==> src/rtl/ip_matrix_2x2_seq_mult_det_if.sv <==
// Avalon-MM slave bus bundle for the 2x2 matrix multiply / determinant IP.
// The master side drives address, strobes and write data; the slave returns read data and irq.
interface ip_matrix_2x2_seq_mult_det_if;
  logic [31:0] writedata;
  logic [31:0] readdata;
  logic        write;
  logic        read;
  logic        chipselect;
  logic [3:0]  in_address;
  logic        irq;

  modport master (
    output writedata, write, read, chipselect, in_address,
    input  readdata, irq
  );

  modport slave (
    input  writedata, write, read, chipselect, in_address,
    output readdata, irq
  );
endinterface

==> src/rtl/ip_matrix_2x2_seq_mult_det.sv <==
// 2x2 signed matrix product C = A x B followed by det(C), sequenced through one
// shared signed multiplier over ten steps, exposed as an Avalon-MM register slave.
module ip_matrix_2x2_seq_mult_det #(
  parameter int W = 7
) (
  input  logic                         clock,
  input  logic                         reset,
  ip_matrix_2x2_seq_mult_det_if.slave  bus
);

  localparam int CW = 2 * W + 1;
  localparam int PW = 4 * W + 2;
  localparam int DW = 4 * W + 3;

  localparam logic [0:0] ST_IDLE = 1'b0;
  localparam logic [0:0] ST_CALC = 1'b1;

  logic [0:0]              state_r;
  logic [3:0]              cnt_r;
  logic signed [W-1:0]     a_r [4];
  logic signed [W-1:0]     b_r [4];
  logic signed [CW-1:0]    c_r [4];
  logic signed [CW-1:0]    acc_r;
  logic signed [PW-1:0]    p_r;
  logic signed [DW-1:0]    det_r;
  logic                    irq_en_r;
  logic                    done_r;
  logic                    err_r;

  logic                    wr_s;
  logic                    busy_s;
  logic                    start_s;
  logic                    clr_done_s;
  logic                    err_clr_s;
  logic                    ab_wr_s;
  logic                    illegal_s;
  logic signed [W-1:0]     a_sel_s;
  logic signed [W-1:0]     b_sel_s;
  logic signed [CW-1:0]    op_a_s;
  logic signed [CW-1:0]    op_b_s;
  logic signed [PW-1:0]    prod_s;
  logic [1:0]              c_idx_s;
  logic [31:0]             rdata_s;
  logic                    unused_s;

  function automatic logic [31:0] sext_ab(input logic signed [W-1:0] v);
    return {{(32 - W){v[W-1]}}, v};
  endfunction

  function automatic logic [31:0] sext_c(input logic signed [CW-1:0] v);
    return {{(32 - CW){v[CW-1]}}, v};
  endfunction

  function automatic logic [31:0] sext_det(input logic signed [DW-1:0] v);
    return {{(32 - DW){v[DW-1]}}, v};
  endfunction

  assign wr_s       = bus.chipselect & bus.write;
  assign busy_s     = (state_r == ST_CALC);
  assign start_s    = wr_s && (bus.in_address == 4'd8) && bus.writedata[0];
  assign clr_done_s = wr_s && (bus.in_address == 4'd8) && bus.writedata[2];
  assign err_clr_s  = wr_s && (bus.in_address == 4'd9) && bus.writedata[2];
  assign ab_wr_s    = wr_s && !bus.in_address[3];
  assign illegal_s  = busy_s && (ab_wr_s || start_s || (wr_s && (bus.in_address == 4'd15)));
  assign unused_s   = ^{bus.writedata, bus.read};

  // Operand select: steps 0-7 walk row i = cnt[2], col j = cnt[1], term k = cnt[0].
  always_comb begin
    a_sel_s = a_r[{cnt_r[2], cnt_r[0]}];
    b_sel_s = b_r[{cnt_r[0], cnt_r[1]}];
    op_a_s  = '0;
    op_b_s  = '0;
    if (!cnt_r[3]) begin
      op_a_s = {{(CW - W){a_sel_s[W-1]}}, a_sel_s};
      op_b_s = {{(CW - W){b_sel_s[W-1]}}, b_sel_s};
    end else if (cnt_r == 4'd8) begin
      op_a_s = c_r[0];
      op_b_s = c_r[3];
    end else begin
      op_a_s = c_r[1];
      op_b_s = c_r[2];
    end
  end

  assign prod_s = op_a_s * op_b_s;

  // Register file, sequencer and datapath state.
  always_ff @(posedge clock) begin
    if (reset) begin
      state_r  <= ST_IDLE;
      cnt_r    <= 4'd0;
      acc_r    <= '0;
      p_r      <= '0;
      det_r    <= '0;
      irq_en_r <= 1'b0;
      done_r   <= 1'b0;
      err_r    <= 1'b0;
      for (int i = 0; i < 4; i++) begin
        a_r[i] <= '0;
        b_r[i] <= '0;
        c_r[i] <= '0;
      end
    end else begin
      if (ab_wr_s && !busy_s) begin
        if (!bus.in_address[2]) begin
          a_r[bus.in_address[1:0]] <= bus.writedata[W-1:0];
        end else begin
          b_r[bus.in_address[1:0]] <= bus.writedata[W-1:0];
        end
      end

      if (wr_s && (bus.in_address == 4'd8)) begin
        irq_en_r <= bus.writedata[1];
      end

      if (illegal_s) begin
        err_r <= 1'b1;
      end else if (err_clr_s) begin
        err_r <= 1'b0;
      end

      // Completion beats a concurrent clr_done; an idle start clears done.
      if (busy_s && (cnt_r == 4'd9)) begin
        done_r <= 1'b1;
      end else if ((start_s && !busy_s) || clr_done_s) begin
        done_r <= 1'b0;
      end

      case (state_r)
        ST_IDLE: begin
          if (start_s) begin
            state_r <= ST_CALC;
            cnt_r   <= 4'd0;
          end
        end
        ST_CALC: begin
          if (!cnt_r[3]) begin
            if (!cnt_r[0]) begin
              acc_r <= prod_s[CW-1:0];
            end else begin
              c_r[cnt_r[2:1]] <= acc_r + prod_s[CW-1:0];
            end
          end else if (cnt_r == 4'd8) begin
            p_r <= prod_s;
          end else begin
            det_r <= {p_r[PW-1], p_r} - {prod_s[PW-1], prod_s};
          end
          if (cnt_r == 4'd9) begin
            state_r <= ST_IDLE;
            cnt_r   <= 4'd0;
          end else begin
            cnt_r <= cnt_r + 4'd1;
          end
        end
        default: begin
          state_r <= ST_IDLE;
          cnt_r   <= 4'd0;
        end
      endcase
    end
  end

  assign c_idx_s = bus.in_address[1:0] - 2'd2;

  // Zero-wait-state read mux.
  always_comb begin
    rdata_s = 32'd0;
    case (bus.in_address)
      4'd0, 4'd1, 4'd2, 4'd3:     rdata_s = sext_ab(a_r[bus.in_address[1:0]]);
      4'd4, 4'd5, 4'd6, 4'd7:     rdata_s = sext_ab(b_r[bus.in_address[1:0]]);
      4'd8:                       rdata_s = {30'd0, irq_en_r, 1'b0};
      4'd9:                       rdata_s = {29'd0, err_r, done_r, busy_s};
      4'd10, 4'd11, 4'd12, 4'd13: rdata_s = sext_c(c_r[c_idx_s]);
      4'd14:                      rdata_s = sext_det(det_r);
      default:                    rdata_s = 32'd0;
    endcase
  end

  assign bus.readdata = rdata_s;
  assign bus.irq      = done_r & irq_en_r;

endmodule

==> src/flat_wrapper.sv <==
// flat-port wrapper written by rule: the top's interface ports become plain ports
module ip_matrix_2x2_seq_mult_det_flat 
#(
  parameter int W = 7
)
  (clock, reset, bus_writedata, bus_write, bus_read, bus_chipselect, bus_in_address, bus_readdata, bus_irq);
  ip_matrix_2x2_seq_mult_det_if bus_i ();
  input  logic clock;
  input  logic reset;
  input wire logic [$bits(bus_i.writedata)-1:0] bus_writedata;
  input wire logic [$bits(bus_i.write)-1:0] bus_write;
  input wire logic [$bits(bus_i.read)-1:0] bus_read;
  input wire logic [$bits(bus_i.chipselect)-1:0] bus_chipselect;
  input wire logic [$bits(bus_i.in_address)-1:0] bus_in_address;
  output wire logic [$bits(bus_i.readdata)-1:0] bus_readdata;
  output wire logic [$bits(bus_i.irq)-1:0] bus_irq;
  assign bus_i.writedata = bus_writedata;
  assign bus_i.write = bus_write;
  assign bus_i.read = bus_read;
  assign bus_i.chipselect = bus_chipselect;
  assign bus_i.in_address = bus_in_address;
  assign bus_readdata = bus_i.readdata;
  assign bus_irq = bus_i.irq;
  ip_matrix_2x2_seq_mult_det #(.W(W)) u_core (.clock(clock), .reset(reset), .bus(bus_i));
endmodule
==> config.mk <==
export PLATFORM = sky130hd
export DESIGN_NAME = ip_matrix_2x2_seq_mult_det_flat
export DESIGN_NICKNAME = d
export VERILOG_FILES = /design/src/rtl/ip_matrix_2x2_seq_mult_det_if.sv /design/src/rtl/ip_matrix_2x2_seq_mult_det.sv /design/src/flat_wrapper.sv
export SDC_FILE = /design/constraint.sdc
export NUM_CORES = 1
export LEC_CHECK = 0
export BUFFER_PORTS_ARGS = -buffer_cell sky130_fd_sc_hd__buf_2
export CELL_PAD_IN_SITES_DETAIL_PLACEMENT = 1
export CELL_PAD_IN_SITES_GLOBAL_PLACEMENT = 1
export CORE_UTILIZATION = 44
export DETAILED_ROUTE_END_ITERATION = 10
export PLACE_DENSITY_LB_ADDON = 0.1
export SLEW_MARGIN = 15
export SYNTH_ARGS = -nofsm -noshare
export SYNTH_HDL_FRONTEND = slang
export SYNTH_SLANG_ARGS = --single-unit
export TNS_END_PERCENT = 30
==> constraint.sdc <==
create_clock -name clock -period 18.8 [get_ports clock]
set_input_delay 2.82 -clock clock [delete_from_list [all_inputs] [get_ports clock]]
set_output_delay 2.82 -clock clock [all_outputs]
set_load 0.005 [all_outputs]
# Word-level counts from Yosys, hierarchy flattened
# Memories as Yosys holds them, arrays and structs flattened. A register that Yosys moved wholly into a read port is not among the register bits.
# Index checks and enable logic that the tools add are counted.
# Widths: inputs -> output; s select.
# totals
n_memories,3
regBits,84
mem_bits_rw,116
output_inout_bits,33
# op_classes
n_mux,43
addsub,4
bitwise_logic,6
reduce_logical,28
mul,1
eq_ne,18
# memory_table
memory,words,width,rd,rd_ports_with_merged_regs,write_ports,line,rtl
u_core.c_r,4,15,5,0,4,ip_matrix_2x2_seq_mult_det.sv:22,logic signed [CW-1:0] c_r [4];
u_core.a_r,4,7,2,1,4,ip_matrix_2x2_seq_mult_det.sv:20,logic signed [W-1:0] a_r [4];
u_core.b_r,4,7,2,1,4,ip_matrix_2x2_seq_mult_det.sv:21,logic signed [W-1:0] b_r [4];
# ops
operator,count
$pmux 32 s6,1
$mux 15,5
$eq 4x4->1 const B,10
$sub 30x30->31,1
$mul 15x15->30,1
$mux 1,24
$eq 4x3->1 const B,4
$add 15x15->15,1
$reduce_or 15->1,1
$mux 2,7
$mux 7,2
$reduce_or 7->1,2
$reduce_or 4->1,3
$logic_and 1x1->1,11
$reduce_and 3->1,3
$eq 4x2->1 const B,2
$mux 4,2
$pmux 4 s2,1
$add 4x1->4 const B,1
$eq 4x1->1 const B,1
$logic_not 4->1,1
$not 1->1,4
$reduce_bool 2->1,2
$logic_or 1x1->1,3
5 further kinds,7

# Logic depth before layout (Yosys ltp)
# Gate-level depths: netlist (run 1).
# depth
ltp_word,8
mapped_depth,44
mapped_depth_nobuf,39

# Worst setup path before layout (run 1)
# OpenSTA, ideal clock, no wires.
# synth_path
path_type,flip-flop to flip-flop
startpoint,register u_core.cnt_r[1]
endpoint,register u_core.det_r[30]
path_stages_with_launch,42
path_buffers,5
period_less_slack_ps,9268
setup_time_ps,86
arrival_ps,9182
required_time_ps,18714
slack_ps,9532
cell_sequence,dfxtp_1 clkbuf_1 nor2_1 nand2_1 or2_2 clkbuf_1 nand2_1 clkbuf_1 clkbuf_1 o22ai_1 nor2_1 clkbuf_1 nand2_1 fa_1 inv_1 fa_1 inv_1 fa_1 (+6 left out) ha_1 nand3_1 or4_4 a21oi_1 or2_2 xnor2_1 ha_1 a21o_1 a21oi_1 o21ai_0 o211a_1 o31ai_4 o211ai_1 o2111ai_1 and3_1 a211oi_2 or3_1 a221oi_2
# synth_via
elab_chain_len,5
word_cells_on_any_way,9
# synth_lines
element,line,rtl
start: declaration,ip_matrix_2x2_seq_mult_det.sv:19,logic [3:0] cnt_r;
start signal: assignment,ip_matrix_2x2_seq_mult_det.sv:152,cnt_r <= cnt_r + 4'd1;
$eq 4x4->1 *,"ip_matrix_2x2_seq_mult_det.sv:76, ip_matrix_2x2_seq_mult_det.sv:143",
$mux 15,ip_matrix_2x2_seq_mult_det.sv:76,end else if (cnt_r == 4'd8) begin
$mux 15,ip_matrix_2x2_seq_mult_det.sv:73,if (!cnt_r[3]) begin
$mul 15x15->30,ip_matrix_2x2_seq_mult_det.sv:85,assign prod_s = op_a_s * op_b_s;
$sub 30x30->31,ip_matrix_2x2_seq_mult_det.sv:146,"det_r <= {p_r[PW-1], p_r} - {prod_s[PW-1], prod_s};"
end signal: assignment,ip_matrix_2x2_seq_mult_det.sv:146,
end: declaration,ip_matrix_2x2_seq_mult_det.sv:25,logic signed [DW-1:0] det_r;
# Mark *: on every way between the ends. The rest lies on a longest branch, timed or not.
# A chain may end at the register's enable or synchronous reset.

# Final worst setup path (run 1)
# layout_path
startpoint,register u_core.cnt_r[1]
endpoint,register u_core.det_r[26]
# The elaborated chain is that of the path after synthesis.

==> results.py, run 1 <==
metrics = {
    "setup_path": {
        "critical_path_arrival_ps": 11570,
        "path_class": "flop to flop",
        "r2r_slack_ps": 7650,
        "r2r_cells": 36,
        "r2r_end": "u_core.det_r[26]",
        "rr_startpoint": "u_core.cnt_r[1]",
        "path_delay_family": "adder cells",
        "path_max_fanout": 33,
        "cp.required_ps": 19210,
        "start_kind": "flop",
        "slowest_stage": "nor2_1",
        "worst-path-buf-inv": 6,
        "critPathMaxStageDelay_ps": 720,
        "crit_path_end_kind": "flop",
        "cp_common_cell": "fa_1",
    },
    "yosys": {
        "mappedNetlistNets": 2538,
        "netlist_instances": 2155,
        "ys_seq_area_frac": 0.262,
        "synth-edff-count": 116,
        "synth.distinct_cells": 72,
        "synth_area_leaders": "fa_1 (23%), edfxtp_1 (17%), dfxtp_1 (8.7%), ha_1 (7.3%), inv_1 (6.0%)",
        "yosysTopAreaCell": "fa_1",
        "netlist_top_cells_count": "inv_1 (321), nor2_1 (302), nand2_1 (256), fa_1 (225), ha_1 (117)",
        "synth_ff_type": "edfxtp_1",
        "synth_area_sq_um": 20000,
        "ys_seq_elements": 203,
        "yosys_warnings": 0,
        "async_flop_share": 0,
        "synth_area_per_cell_sq_um": 9.27,
        "synth_most_common_cell": "inv_1",
        "synth_top_area_share": 0.226,
    },
    "clocking": {
        "ctsResizeCount": 0,
        "cts_made_buffers": 25,
        "cts.sinks": 203,
        "holdBufCountCts": 0,
        "htreeDepth": 1,
        "ctsRootBufferMaster": "clkbuf_16",
        "cts_buffer_depth": 3,
        "cts_tree": "done",
        "clkTransAtPathRegs_ps": 60,
        "clk_latency_ps": 560,
        "post_cts_buffers": 0,
    },
    "global_routing": {
        "met1_usage": 0.342,
        "grt_pass1_vias": 17100,
        "globalRouteMet3Util": 0.0333,
        "grt_usage": 0.277,
        "grt_pass1_wl_um": 97900,
        "top_usage_layer": "met2",
        "gr-total-overflow": 0,
        "use_met2": 0.486,
        "antenna_found_initial": 1,
        "grt_max_degree": 68,
    },
    "floorplanning": {
        "die-area_sq_um": 46200,
        "fp.dieH_um": 215,
        "fp-row-count": 77,
        "core_area_sq_um": 44500,
        "die_w_um": 215,
        "start_util": 0.449,
        "num_io_pins": 74,
    },
    "layout": {
        "drive_above_1_share": 0.0907,
        "fill_cells": 5184,
        "nets": 2547,
        "areaGrowthSynthToFinish_pct": 8.49,
        "antennaDiodeCount": 0,
    },
    "sta": {
        "slew_headroom": 0.193,
        "fmax_mhz": 89.7,
        "grt_setup_unrepaired": "false",
        "min_period_ps": 11150,
        "fin_worst_skew_ps": 26.4,
        "worstMarginPinSlew_ps": 1210,
        "finalHoldViolCount": 0,
        "finalMaxSlewViolations": 0,
        "finalSetupViolations": 0,
        "final.period_utilization": 0.593,
        "tns_ps": 0,
    },
    "drt": {
        "drc_errors": 0,
        "ant_nets": 0,
        "via_per_inst": 5.59,
        "num_vias": 15500,
        "avgRoutedWirePerCell_um": 22.3,
        "routed_wl_um": 61900,
        "drt_iter0_markers": 873,
        "firstDrtPassIters": 7,
    },
    "hold_path": {
        "hold_end": "u_core.det_r[20]",
        "hp-start": "u_core.det_r[20]",
        "hold_depth": 2,
        "holdCritPathClass": "flop to flop",
    },
    "placed_design": {
        "gp_congestion": 0.936,
        "place_hpwl_um": 48600,
        "io_buffers": 47,
    },
    "run_status": {
        "status": "finished clean",
    },
    "run": {
        "maxCapViolCount": 0,
    },
}
==> worst register-to-register path, delay by kind of cell (launching register included) <==
kind	cells	cell delay, ps
buffers and inverters	6	630
DFF	1	400
AOI/OAI and AO/OA	12	3120
adders and majority gates	8	3750
xor gates and xnor gates	1	260
and+or+nand+nor	8	2550
muxes	1	290
==> cells in the final DEF, fill, tap and decap left out, types with 22 or more instances in the layout <==
| cell type | synthesis | routed |
|---|---|---|
| inv_1 | 321 | 321 |
| nor2_1 | 302 | 299 |
| nand2_1 | 256 | 256 |
| fa_1 | 225 | 225 |
| ha_1 | 117 | 117 |
| edfxtp_1 | 116 | 116 |
| a21oi_1 | 110 | 110 |
| dfxtp_1 | 87 | 87 |
| a21o_1 | 48 | 48 |
| buf_2 | 0 | 46 |
| xnor2_1 | 44 | 44 |
| mux4_2 | 43 | 43 |
| o21ai_0 | 37 | 35 |
| nand2b_1 | 34 | 34 |
| nor3_1 | 34 | 33 |
| buf_4 | 1 | 33 |
| clkbuf_16 | 0 | 25 |
| or3_1 | 22 | 22 |
==> kinds of logic after synthesis <==
family,Yosys count,synth area share
AO/OA/AOI/OAI,329,0.113
flip-flops,203,0.262
buffers and inverters,418,0.0788
AND/OR/NAND/NOR,738,0.161
XOR/XNOR,68,0.0321
adder cells (fa/ha/maj),343,0.299
multiplexers,56,0.0550
==> layout make-up <==
cell class,count,area (sq um),area share
clock buffers,33,666,0.0307
clock inverters,13,161,0.00745
inverters,321,1200,0.0556
multi-input cells,1534,13200,0.609
flip-flops and latches,203,5230,0.241
well taps,592,741,0.0342
repair buffers,79,478,0.0221
==> layer usage <==
metal,part of all wire,vias up
met5,0,-
met4,0.047,0
met3,0.042,115
met2,0.50,326
met1,0.41,7983
li1,-,7094
==> how the worst max path moves through the flow <==
stage                         start          endpoint  slack (ps)  cells past startpoint
global placement    u_core.cnt_r[1]  u_core.det_r[26]        7820                     37
finish              u_core.cnt_r[1]  u_core.det_r[26]        7650                     36
global route        u_core.cnt_r[2]  u_core.det_r[26]        6900                     36
detailed placement  u_core.cnt_r[1]  u_core.det_r[26]        7570                     35
floorplan           u_core.cnt_r[1]  u_core.det_r[30]        9530                     41
CTS                 u_core.cnt_r[1]  u_core.det_r[26]        7540                     35
==> sequential cells by signal (all words and copies together) (netlist names), named ones only <==
name             count
u_core.busy_s        1
u_core.p_r          30
u_core.done_r        1
u_core.a_r          28
u_core.cnt_r         4
u_core.c_r          60
u_core.acc_r        15
u_core.b_r          28
u_core.err_r         1
u_core.det_r        31
u_core.irq_en_r      1
==> per-stage QoR <==
step | utilization | area, sq um | hold slack [ps] | worst slack [ps] | std cells
6_report | 0.487 | 21700 | 457 | 7650 | 2775
5_1_grt | 0.487 | 21700 | 480 | 6900 | 2775
4_1_cts | 0.487 | 21700 | 457 | 7540 | 2775
3_5_place_dp | 0.468 | 20800 | 448 | 7570 | 2729
3_3_place_gp | 0.468 | 20800 | 442 | 7820 | 2729
2_1_floorplan | - | 20000 | 432 | 9530 | 2155
Power of run 1 is not shown: default switching activity piles up to over one toggle a cycle in this logic, so the estimate is an artifact.
==> inputs of run 2 (changes only) <==
==> constraint.sdc (replaced) <==
create_clock -name clock -period 10.5 [get_ports clock]
set_input_delay 1.575 -clock clock [delete_from_list [all_inputs] [get_ports clock]]
set_output_delay 1.575 -clock clock [all_outputs]
set_load 0.005 [all_outputs]
==> results.py, run 2 (synthesis gave the netlist of run 1 again) <==
metrics = {
    "layout": {
        "final_util": 0.487,
        "largestRegisters": "u_core.c_r x60, u_core.det_r x31, u_core.p_r x30",
        "design_area_sq_um": 21700,
        "drive_above_1_share": 0.0976,
        "areaGrowthSynthToFinish_pct": 8.66,
        "antennaDiodeCount": 0,
        "final_common_cell": "inv_1",
        "final_cell_mix": "inv_1 (321), nor2_1 (293), nand2_1 (256)",
        "largest_reg_flops": 60,
        "nets": 2557,
        "regMostFlops": "u_core.c_r",
        "stdcell_count": 2784,
    },
    "clocking": {
        "holdBufCountCts": 0,
        "clkTransAtPathRegs_ps": 60,
        "cts_buffer_depth": 3,
        "clk_latency_ps": 550,
        "cts_tree": "done",
        "cts.sinks": 203,
        "cts_made_buffers": 24,
        "htreeDepth": 1,
        "ctsRootBufferMaster": "clkbuf_16",
        "ctsResizeCount": 0,
        "post_cts_buffers": 0,
    },
    "floorplanning": {
        "start_util": 0.449,
        "fp.dieH_um": 215,
        "core_area_sq_um": 44500,
        "die_w_um": 215,
        "num_io_pins": 74,
        "die-area_sq_um": 46200,
        "fp-row-count": 77,
    },
    "hold_path": {
        "hold_end": "u_core.p_r[22]",
        "hp-start": "u_core.p_r[22]",
        "hold_depth": 2,
        "holdCritPathClass": "flop to flop",
    },
    "setup_path": {
        "critPathMaxStageDelay_ps": 670,
        "path_max_fanout": 12,
        "cp_common_cell": "fa_1",
        "path_delay_family": "adder cells",
        "slowest_stage": "nor2_1",
        "r2r_cells": 34,
        "cp.required_ps": 10960,
        "path_class": "flop to flop",
        "start_kind": "flop",
        "r2r_slack_ps": 600,
        "worst-path-buf-inv": 6,
        "critical_path_arrival_ps": 10360,
        "r2r_end": "u_core.det_r[30]",
        "crit_path_end_kind": "flop",
    },
    "sta": {
        "worstMarginPinSlew_ps": 1020,
        "finalMaxSlewViolations": 0,
        "slew_headroom": 0.321,
        "final.period_utilization": 0.943,
        "finalSetupViolations": 0,
        "tns_ps": 0,
        "grt_setup_unrepaired": "false",
        "fin_worst_skew_ps": 33.9,
        "finalHoldViolCount": 0,
        "fmax_mhz": 101,
        "min_period_ps": 9900,
    },
    "placed_design": {
        "gp_congestion": 0.934,
        "dp_cells": 2740,
        "io_buffers": 47,
        "dpl_cell_area_sq_um": 20900,
        "place_hpwl_um": 49800,
    },
    "drt": {
        "num_vias": 15600,
        "firstDrtPassIters": 7,
        "drc_errors": 0,
        "avgRoutedWirePerCell_um": 22.6,
        "via_per_inst": 5.60,
        "ant_nets": 0,
        "routed_wl_um": 63000,
        "drt_iter0_markers": 866,
    },
    "global_routing": {
        "antenna_found_initial": 0,
        "grt_usage": 0.280,
        "grt_max_degree": 71,
        "grt_pass1_vias": 17100,
        "grt_pass1_wl_um": 99600,
        "gr-total-overflow": 0,
    },
    "run_status": {
        "status": "finished clean",
    },
    "run": {
        "maxCapViolCount": 0,
    },
}
-- run 2: cell types whose count changed in the layout (fill, tap and decap cells not counted), sizes merged --
| cell | delta |
|---|---|
| buf | +11 |
| inv | -1 |
| bufinv | -3 |
| clkbuf | +2 |
-- run 2: final cells by class --
cell class / count / area, sq um
fill: 5160 / 22800
multi-input combinational: 1534 / 13200
sequential: 203 / 5230
inverter: 321 / 1200
tap: 592 / 741
clock buffer: 35 / 656
timing repair buffer: 90 / 586
clock inverter: 9 / 60.1
-- run 2: worst max path at each step --
stage | startpoint | endpoint | slack, ps | depth (start not counted)
after floorplan | u_core.cnt_r[1] | u_core.det_r[30] | 1230 | 41
after global placement | u_core.cnt_r[1] | u_core.det_r[26] | 330 | 36
after detailed placement | u_core.cnt_r[1] | u_core.det_r[26] | 150 | 36
after CTS | u_core.cnt_r[1] | u_core.det_r[26] | 150 | 36
after global routing | flop | u_core.det_r[26] | 40 | 35
final | flop | u_core.det_r[30] | 600 | 34
-- run 2: tightest hold or removal path: stages, from the launching register on --
cell and delay [ps]:
dfxtp_1 310, nand2_1 50, a21oi_1 50
-- run 2: routing by layer --
layer,share of wire,up-vias,global-route usage
met4,0.043,0,0.115
li1,-,7119,-
met1,0.42,8088,0.352
met5,0,-,0
met3,0.032,93,0.0207
met2,0.51,299,0.499
-- run 2: per-stage QoR --
step	hold slack, ps	setup WS (ps)
6_report	457	600
5_1_grt	480	42.8
4_1_cts	458	153
3_5_place_dp	450	151
3_3_place_gp	441	330
2_1_floorplan	432	1230
Power of run 2 is left out for the same reason.
